File: src/rtl/mem_stage_pkg.sv
// Shared definitions for the memory-access stage.
// Holds the MEM FSM state encoding, access-size encodings, the PC link
// increment and helper functions for byte-enable generation and store
// replication. The helpers work on a 64-bit datapath. Callers that use a
// 32-bit datapath truncate the result.
package mem_stage_pkg;

  typedef enum logic [0:0] {
    ST_IDLE = 1'b0,
    ST_WAIT = 1'b1
  } mem_state_e;

  localparam logic [1:0] SZ_B = 2'b00;
  localparam logic [1:0] SZ_H = 2'b01;
  localparam logic [1:0] SZ_W = 2'b10;
  localparam logic [1:0] SZ_D = 2'b11;

  localparam int unsigned PC_INCR = 4;

  // Low address bits that must be zero for an access of the given size.
  function automatic logic [2:0] size_mask(input logic [1:0] size);
    logic [2:0] mask;
    case (size)
      SZ_B:    mask = 3'b000;
      SZ_H:    mask = 3'b001;
      SZ_W:    mask = 3'b011;
      SZ_D:    mask = 3'b111;
      default: mask = 3'b000;
    endcase
    return mask;
  endfunction

  // Consecutive byte lanes covered by an access of the given size, starting at lane.
  function automatic logic [7:0] byte_enables(input logic [1:0] size, input logic [2:0] lane);
    logic [7:0] base;
    case (size)
      SZ_B:    base = 8'h01;
      SZ_H:    base = 8'h03;
      SZ_W:    base = 8'h0F;
      SZ_D:    base = 8'hFF;
      default: base = 8'h01;
    endcase
    return base << lane;
  endfunction

  // Copies the LSB-justified store data into every size-aligned slot of the bus.
  function automatic logic [63:0] store_replicate(input logic [63:0] data, input logic [1:0] size);
    logic [63:0] rep;
    case (size)
      SZ_B:    rep = {8{data[7:0]}};
      SZ_H:    rep = {4{data[15:0]}};
      SZ_W:    rep = {2{data[31:0]}};
      SZ_D:    rep = data;
      default: rep = data;
    endcase
    return rep;
  endfunction

endpackage

File: src/rtl/mem_load_align.sv
// Load data alignment for the memory-access stage.
// This block is purely combinational. It shifts the raw read data right by
// the byte lane, truncates it to the access size and then zero-extends or
// sign-extends the result.
// Ports:
//   rdata       : raw data-memory read bus
//   lane        : byte lane of the (aligned) access
//   size        : access size (SZ_B/SZ_H/SZ_W/SZ_D)
//   is_unsigned : 1 = zero-extend, 0 = sign-extend
//   data        : aligned and extended load value
module mem_load_align
  import mem_stage_pkg::*;
#(
  parameter int XLEN   = 32,
  parameter int LANE_W = $clog2(XLEN / 8)
) (
  input  logic [XLEN-1:0]   rdata,
  input  logic [LANE_W-1:0] lane,
  input  logic [1:0]        size,
  input  logic              is_unsigned,
  output logic [XLEN-1:0]   data
);

  logic [XLEN-1:0] shifted_s;

  // Move the addressed byte lane down to bit 0.
  always_comb begin
    shifted_s = rdata >> {lane, 3'b000};
  end

  // Truncate to the access size. A sized cast of a signed operand sign-extends.
  always_comb begin
    data = shifted_s;
    case (size)
      SZ_B:    data = is_unsigned ? XLEN'(shifted_s[7:0])  : XLEN'($signed(shifted_s[7:0]));
      SZ_H:    data = is_unsigned ? XLEN'(shifted_s[15:0]) : XLEN'($signed(shifted_s[15:0]));
      SZ_W:    data = is_unsigned ? XLEN'(shifted_s[31:0]) : XLEN'($signed(shifted_s[31:0]));
      SZ_D:    data = shifted_s;
      default: data = shifted_s;
    endcase
  end

endmodule

File: src/rtl/mem_wb_pipe.sv
// Memory-access stage and MEM/WB pipeline register of the five-stage core.
// The stage drives a handshaked data-memory port with byte enables and
// aligns and extends load data. It stalls upstream while memory is busy
// and registers all results for writeback, including PC+4 for JAL/JALR.
// XLEN must be 32 or 64. On a 32-bit datapath the dword size code is
// treated as a word access.
// Optional feature, enabled with the macro MEM_MISALIGN_TRAP_EN:
//   A misaligned half, word or dword access issues no request. It completes
//   at once and is reported on wb_misalign and wb_bad_addr. When the macro
//   is not defined, misaligned addresses are rounded down to the size
//   alignment.
// Ports:
//   clk, reset_n    : clock and asynchronous active-low reset
//   ex_*            : EXE/MEM slot, held stable by upstream while mem_stall=1
//   mem_stall       : freeze request to the upstream stages
//   dmem_*          : data-memory request/response handshake
//   wb_*            : registered MEM/WB outputs feeding writeback
module mem_wb_pipe
  import mem_stage_pkg::*;
#(
  parameter int XLEN   = 32,
  parameter int ADDR_W = 11,
  parameter int PC_W   = 15,
  parameter int REG_W  = 5
) (
  input  logic                clk,
  input  logic                reset_n,
  input  logic                ex_valid,
  input  logic                ex_mem_read,
  input  logic                ex_mem_write,
  input  logic [2:0]          ex_funct3,
  input  logic [XLEN-1:0]     ex_alu_result,
  input  logic [XLEN-1:0]     ex_write_data,
  input  logic [1:0]          ex_mem_to_reg,
  input  logic                ex_reg_write,
  input  logic [REG_W-1:0]    ex_rd,
  input  logic [PC_W-1:0]     ex_pc,
  output logic                mem_stall,
  output logic                dmem_req,
  output logic                dmem_we,
  output logic [ADDR_W-1:0]   dmem_addr,
  output logic [XLEN/8-1:0]   dmem_be,
  output logic [XLEN-1:0]     dmem_wdata,
  input  logic [XLEN-1:0]     dmem_rdata,
  input  logic                dmem_ack,
  output logic                wb_valid,
  output logic                wb_reg_write,
  output logic [1:0]          wb_mem_to_reg,
  output logic [REG_W-1:0]    wb_rd,
  output logic [XLEN-1:0]     wb_read_data,
  output logic [XLEN-1:0]     wb_alu_result,
  output logic [XLEN-1:0]     wb_pc_plus4
`ifdef MEM_MISALIGN_TRAP_EN
  ,
  output logic                wb_misalign,
  output logic [XLEN-1:0]     wb_bad_addr
`endif
);

  localparam int LANE_W = $clog2(XLEN / 8);
  localparam int BE_W   = XLEN / 8;

  mem_state_e        state_r;
  mem_state_e        state_n;
  logic [1:0]        size_s;
  logic [2:0]        amask_s;
  logic [LANE_W-1:0] lane_s;
  logic              misalign_s;
  logic              mem_op_s;
  logic              req_s;
  logic              stall_s;
  logic [XLEN-1:0]   load_data_s;
  logic [XLEN-1:0]   pc_plus4_s;

  // Decode the effective access size. A 32-bit datapath has no dword access.
  always_comb begin
    size_s = ex_funct3[1:0];
    if ((XLEN == 32) && (ex_funct3[1:0] == SZ_D)) begin
      size_s = SZ_W;
    end else begin
      size_s = ex_funct3[1:0];
    end
  end

  // Address alignment, lane selection and misalignment detection.
  always_comb begin
    amask_s = size_mask(size_s);
    lane_s  = ex_alu_result[LANE_W-1:0] & ~LANE_W'(amask_s);
`ifdef MEM_MISALIGN_TRAP_EN
    misalign_s = ex_valid & (ex_mem_read | ex_mem_write) & (|(ex_alu_result[2:0] & amask_s));
`else
    misalign_s = 1'b0;
`endif
  end

  // Request and stall generation.
  // Gating with reset_n drops a pending request as soon as reset is asserted.
  always_comb begin
    mem_op_s = ex_valid & (ex_mem_read | ex_mem_write) & ~misalign_s;
    req_s    = reset_n & ((state_r == ST_WAIT) | mem_op_s);
    stall_s  = req_s & ~dmem_ack;
  end

  // Data-memory port fields, rebuilt every cycle from the held ex_* inputs.
  always_comb begin
    dmem_req   = req_s;
    dmem_we    = req_s & ex_mem_write;
    dmem_addr  = ex_alu_result[ADDR_W-1:0] & ~ADDR_W'(amask_s);
    dmem_be    = req_s ? BE_W'(byte_enables(size_s, 3'(lane_s))) : {BE_W{1'b0}};
    dmem_wdata = XLEN'(store_replicate(64'(ex_write_data), size_s));
    mem_stall  = stall_s;
    pc_plus4_s = XLEN'(ex_pc) + XLEN'(PC_INCR);
  end

  mem_load_align #(
    .XLEN   (XLEN),
    .LANE_W (LANE_W)
  ) u_load_align (
    .rdata       (dmem_rdata),
    .lane        (lane_s),
    .size        (size_s),
    .is_unsigned (ex_funct3[2]),
    .data        (load_data_s)
  );

  // FSM state register.
  always_ff @(posedge clk or negedge reset_n) begin
    if (!reset_n) begin
      state_r <= ST_IDLE;
    end else begin
      state_r <= state_n;
    end
  end

  // FSM next state: wait in WAIT until the memory acknowledges.
  always_comb begin
    state_n = state_r;
    case (state_r)
      ST_IDLE: begin
        if (mem_op_s && !dmem_ack) begin
          state_n = ST_WAIT;
        end else begin
          state_n = ST_IDLE;
        end
      end
      ST_WAIT: begin
        if (dmem_ack) begin
          state_n = ST_IDLE;
        end else begin
          state_n = ST_WAIT;
        end
      end
      default: state_n = ST_IDLE;
    endcase
  end

  // MEM/WB register: load results on a completing cycle, insert a bubble while stalled.
  always_ff @(posedge clk or negedge reset_n) begin
    if (!reset_n) begin
      wb_valid      <= 1'b0;
      wb_reg_write  <= 1'b0;
      wb_mem_to_reg <= 2'b00;
      wb_rd         <= {REG_W{1'b0}};
      wb_read_data  <= {XLEN{1'b0}};
      wb_alu_result <= {XLEN{1'b0}};
      wb_pc_plus4   <= {XLEN{1'b0}};
`ifdef MEM_MISALIGN_TRAP_EN
      wb_misalign   <= 1'b0;
      wb_bad_addr   <= {XLEN{1'b0}};
`endif
    end else if (stall_s) begin
      wb_valid      <= 1'b0;
      wb_reg_write  <= 1'b0;
`ifdef MEM_MISALIGN_TRAP_EN
      wb_misalign   <= 1'b0;
`endif
    end else begin
      wb_valid      <= ex_valid;
      wb_reg_write  <= ex_valid & ex_reg_write & ~misalign_s;
      wb_mem_to_reg <= ex_mem_to_reg;
      wb_rd         <= ex_rd;
      wb_read_data  <= (mem_op_s & ex_mem_read) ? load_data_s : {XLEN{1'b0}};
      wb_alu_result <= ex_alu_result;
      wb_pc_plus4   <= pc_plus4_s;
`ifdef MEM_MISALIGN_TRAP_EN
      wb_misalign   <= misalign_s;
      wb_bad_addr   <= ex_alu_result;
`endif
    end
  end

endmodule

File: config.mk
export PLATFORM = sky130hd
export DESIGN_NAME = mem_wb_pipe
export DESIGN_NICKNAME = d
export VERILOG_FILES = /design/src/rtl/mem_stage_pkg.sv /design/src/rtl/mem_load_align.sv /design/src/rtl/mem_wb_pipe.sv
export SDC_FILE = /design/constraint.sdc
export NUM_CORES = 1
export LEC_CHECK = 0
export CAP_MARGIN = 10
export CORE_MARGIN = 2
export CORE_UTILIZATION = 41
export CTS_CLUSTER_SIZE = 10
export DETAILED_ROUTE_END_ITERATION = 8
export PLACE_DENSITY = 0.87
export SYNTH_ARGS = -nofsm -noshare
export SYNTH_HDL_FRONTEND = slang
export SYNTH_SLANG_ARGS = --single-unit
File: constraint.sdc
create_clock -name clk -period 3.38 [get_ports clk]
set_input_delay 0.507 -clock clk [delete_from_list [all_inputs] [get_ports clk]]
set_output_delay 0.507 -clock clk [all_outputs]
set_load 0.05 [all_outputs]
==> reports/qor.txt <==
status: completed
Max Cap Viol: 0
root buffer cell: clkbuf_16
initial antenna violation count: 0
Crit Path Category: input port to primary output
vias in the first global route: 4,474
endpoints failing hold: 0
io pins: 283
final worst slack: 0.502 ns
footprint of the multi-input gates: 2110 um^2
largest net degree at the start of global routing: 90
maximum root-to-sink buffer count: 2
Post-CTS Resized: 0
DRC violations left: 0
CTS clock-pin slew for the worst setup and hold paths: 0.07 ns
Tmin final: 2.88 ns
required time of the critical path: 2.87 ns
f_max: 0.347 GHz
First-pass DRT Iterations: 4
pre-CTS WS: 0.485 ns
relative slew slack: 55.1%
crit path DAT: 2.37 ns
GRT Util Overall: 23.0%
global route overflow: 0
H-tree depth: 3
Synth top cells by count: nand2_1 (98), dfrtp_1 (90), mux2_2 (48)
Synth Flop Type: dfrtp_1
placed cell count: 818
pwr dens: 433 nW/um^2
CORE AREA: 11,300 um^2
WL/cell: 17.5 um
clk_skew: 0.00942 ns
Ys Warns: 0
count leader, synth: nand2_1
final setup fails: 0
final slew viol count: 0
post-synth top area cell: dfrtp_1
Total Wirelength: 14,600 um
r2r setup slk: 1.44 ns
critical path launch point type: input port
worst skew pair latency: 0.34 ns
Final ANT Viol Nets: 0
top cell type's share of synthesized area: 47.6%
FF+latch area: 2250 um^2
Final Hold Slack: 0.335 ns
Post-CTS Setup Bufs: 0
layout cells sized above 1: 17.2%
synth unique cells: 45
vias: 4,321
Leak: 3.28 nW
via/cell ratio: 5.18
Die Span Y: 111 um
Syn Area/Cell: 10.6 um^2
Fillers: 840
post-DP HPWL: 11,600 um
largest registers: wb_alu_result: 32 flops, wb_read_data: 32 flops, wb_pc_plus4: 16 flops
Hold WC Path Type: input port to asynchronous set/reset pin
number of enable flip-flop cells after synthesis: 0
initial DRC count: 229
crit end category: primary output
Seq cells post-synth: 90
post-synthesis instance area: 4730 um^2
die area: 12,400 um^2
Final TNS setup: 0 ns
post-route insts no fill: 834
Initial Util: 41.8%
Syn Inst Count: 444
RSZ-0062 raised after global routing: false
I/O Buffers: 266
Max VDD drop: 0.000302 V
period utilization: 85.1%
Rows: 39
Syn-to-layout area delta: 63.4%
# nets final: 815
hold-fix buffer count after cts: 0
worst setup path start: ex_mem_read
launching point of the worst reg2reg path: state_r
CTS tree: yes
Die X: 111 um
Clock Sinks: 90
Worst-Margin Slew: 0.667 ns
top post-synthesis cells by area: dfrtp_1 (48%), mux2_2 (11%), nand2_1 (7.8%)
CTS Buf Count: 9
Async SR Flop Fraction: 100%
first-pass GRT wire length: 22,800 um
sequential area share after synthesis: 47.6%
Final Wtd Congestion: 0.909
Worst R2R End: wb_alu_result[22]
maximum fanout along the worst path: 5
r2r worst-path depth: 6
fin util: 68.2%
diode count: 0
==> placed cells by master (no fill, tap or decap), drive strengths merged <==
master	Yosys	routed
xnor2	5	5
a21oi	5	5
a22o	7	7
nand2	100	100
clkbuf	15	9
nor4	1	1
and2	2	2
mux2	52	52
ha	1	1
nand3	14	14
o31ai	1	1
nor2	7	7
conb	1	16
nand4bb	1	1
mux2i	9	9
o221ai	1	1
and3	1	1
xor2	6	6
dfrtp	90	90
clkinv	0	4
clkdlybuf4s50	0	241
a32o	24	24
nand4	3	3
o21ai	24	24
nor3	3	3
o21a	2	2
inv	8	11
buf	46	36
o31a	1	1
or2	2	2
nor2b	3	3
nand2b	1	1
or3	1	1
mux4	7	7
==> worst max-delay path, stage by stage <==
cell	delay, ns
clkdlybuf4s50_1	0.42
o21a_1	0.22
o21ai_2	0.24
inv_1	0.13
and2_1	0.17
clkdlybuf4s50_1	0.69
==> routing by layer <==
metal | vias up | share of wire [%] | GRT usage (%)
li1 | 1990 | - | -
met1 | 2045 | 37 | 26.1
met2 | 254 | 52 | 41.9
met3 | 32 | 8.3 | 4.79
met4 | 0 | 2.9 | 10.2
met5 | - | 0 | 0
==> kinds of logic (layout without fill, tap and decap cells) <==
group | Yosys count | in the layout | share of synthesized area (%)
and+or+nand+nor | 139 | 139 | 12.6
muxes | 68 | 68 | 17.7
xor gates and xnor gates | 11 | 11 | 2.04
DFF | 90 | 90 | 47.6
other | 1 | 16 | 0.0793
AOI/OAI and AO/OA | 65 | 65 | 10.7
buffers and inverters | 69 | 301 | 8.97
adders and majority gates | 1 | 1 | 0.265
==> stage by stage <==
step / cell area (um^2) / power [mW]
final: 7720 / 3.35
after global routing: 7720 / 3.47
after CTS: 7720 / 3.38
after detailed placement: 7430 / 2.41
after global placement: 7430 / 2.38
after floorplan: 4780 / 1.92
==> power by group <==
part / leakage [nW] / switching [mW] / internal (mW)
Combinational: 2.02 / 0.723 / 0.462
Clock: 0.146 / 0.446 / 0.520
Sequential: 1.12 / 0.0409 / 1.15
==> cell type report <==
cell class                 count  share of cell area, %
timing repair buffer         277                   37.0
sequential                    90                   29.2
multi-input combinational    300                   27.3
clock buffer                   9                   2.92
tap                          143                   2.32
clock inverter                 7                  0.891
inverter                       8                  0.405
==> how the worst max path moves through the flow <==
stage	depth (start not counted)	end
2_1_floorplan	5	dmem_be[0]
5_1_grt	6	dmem_we
3_3_place_gp	6	dmem_we
4_1_cts	6	dmem_we
6_report	6	dmem_we
3_5_place_dp	6	dmem_we
Power figures use the tool's default switching activity.
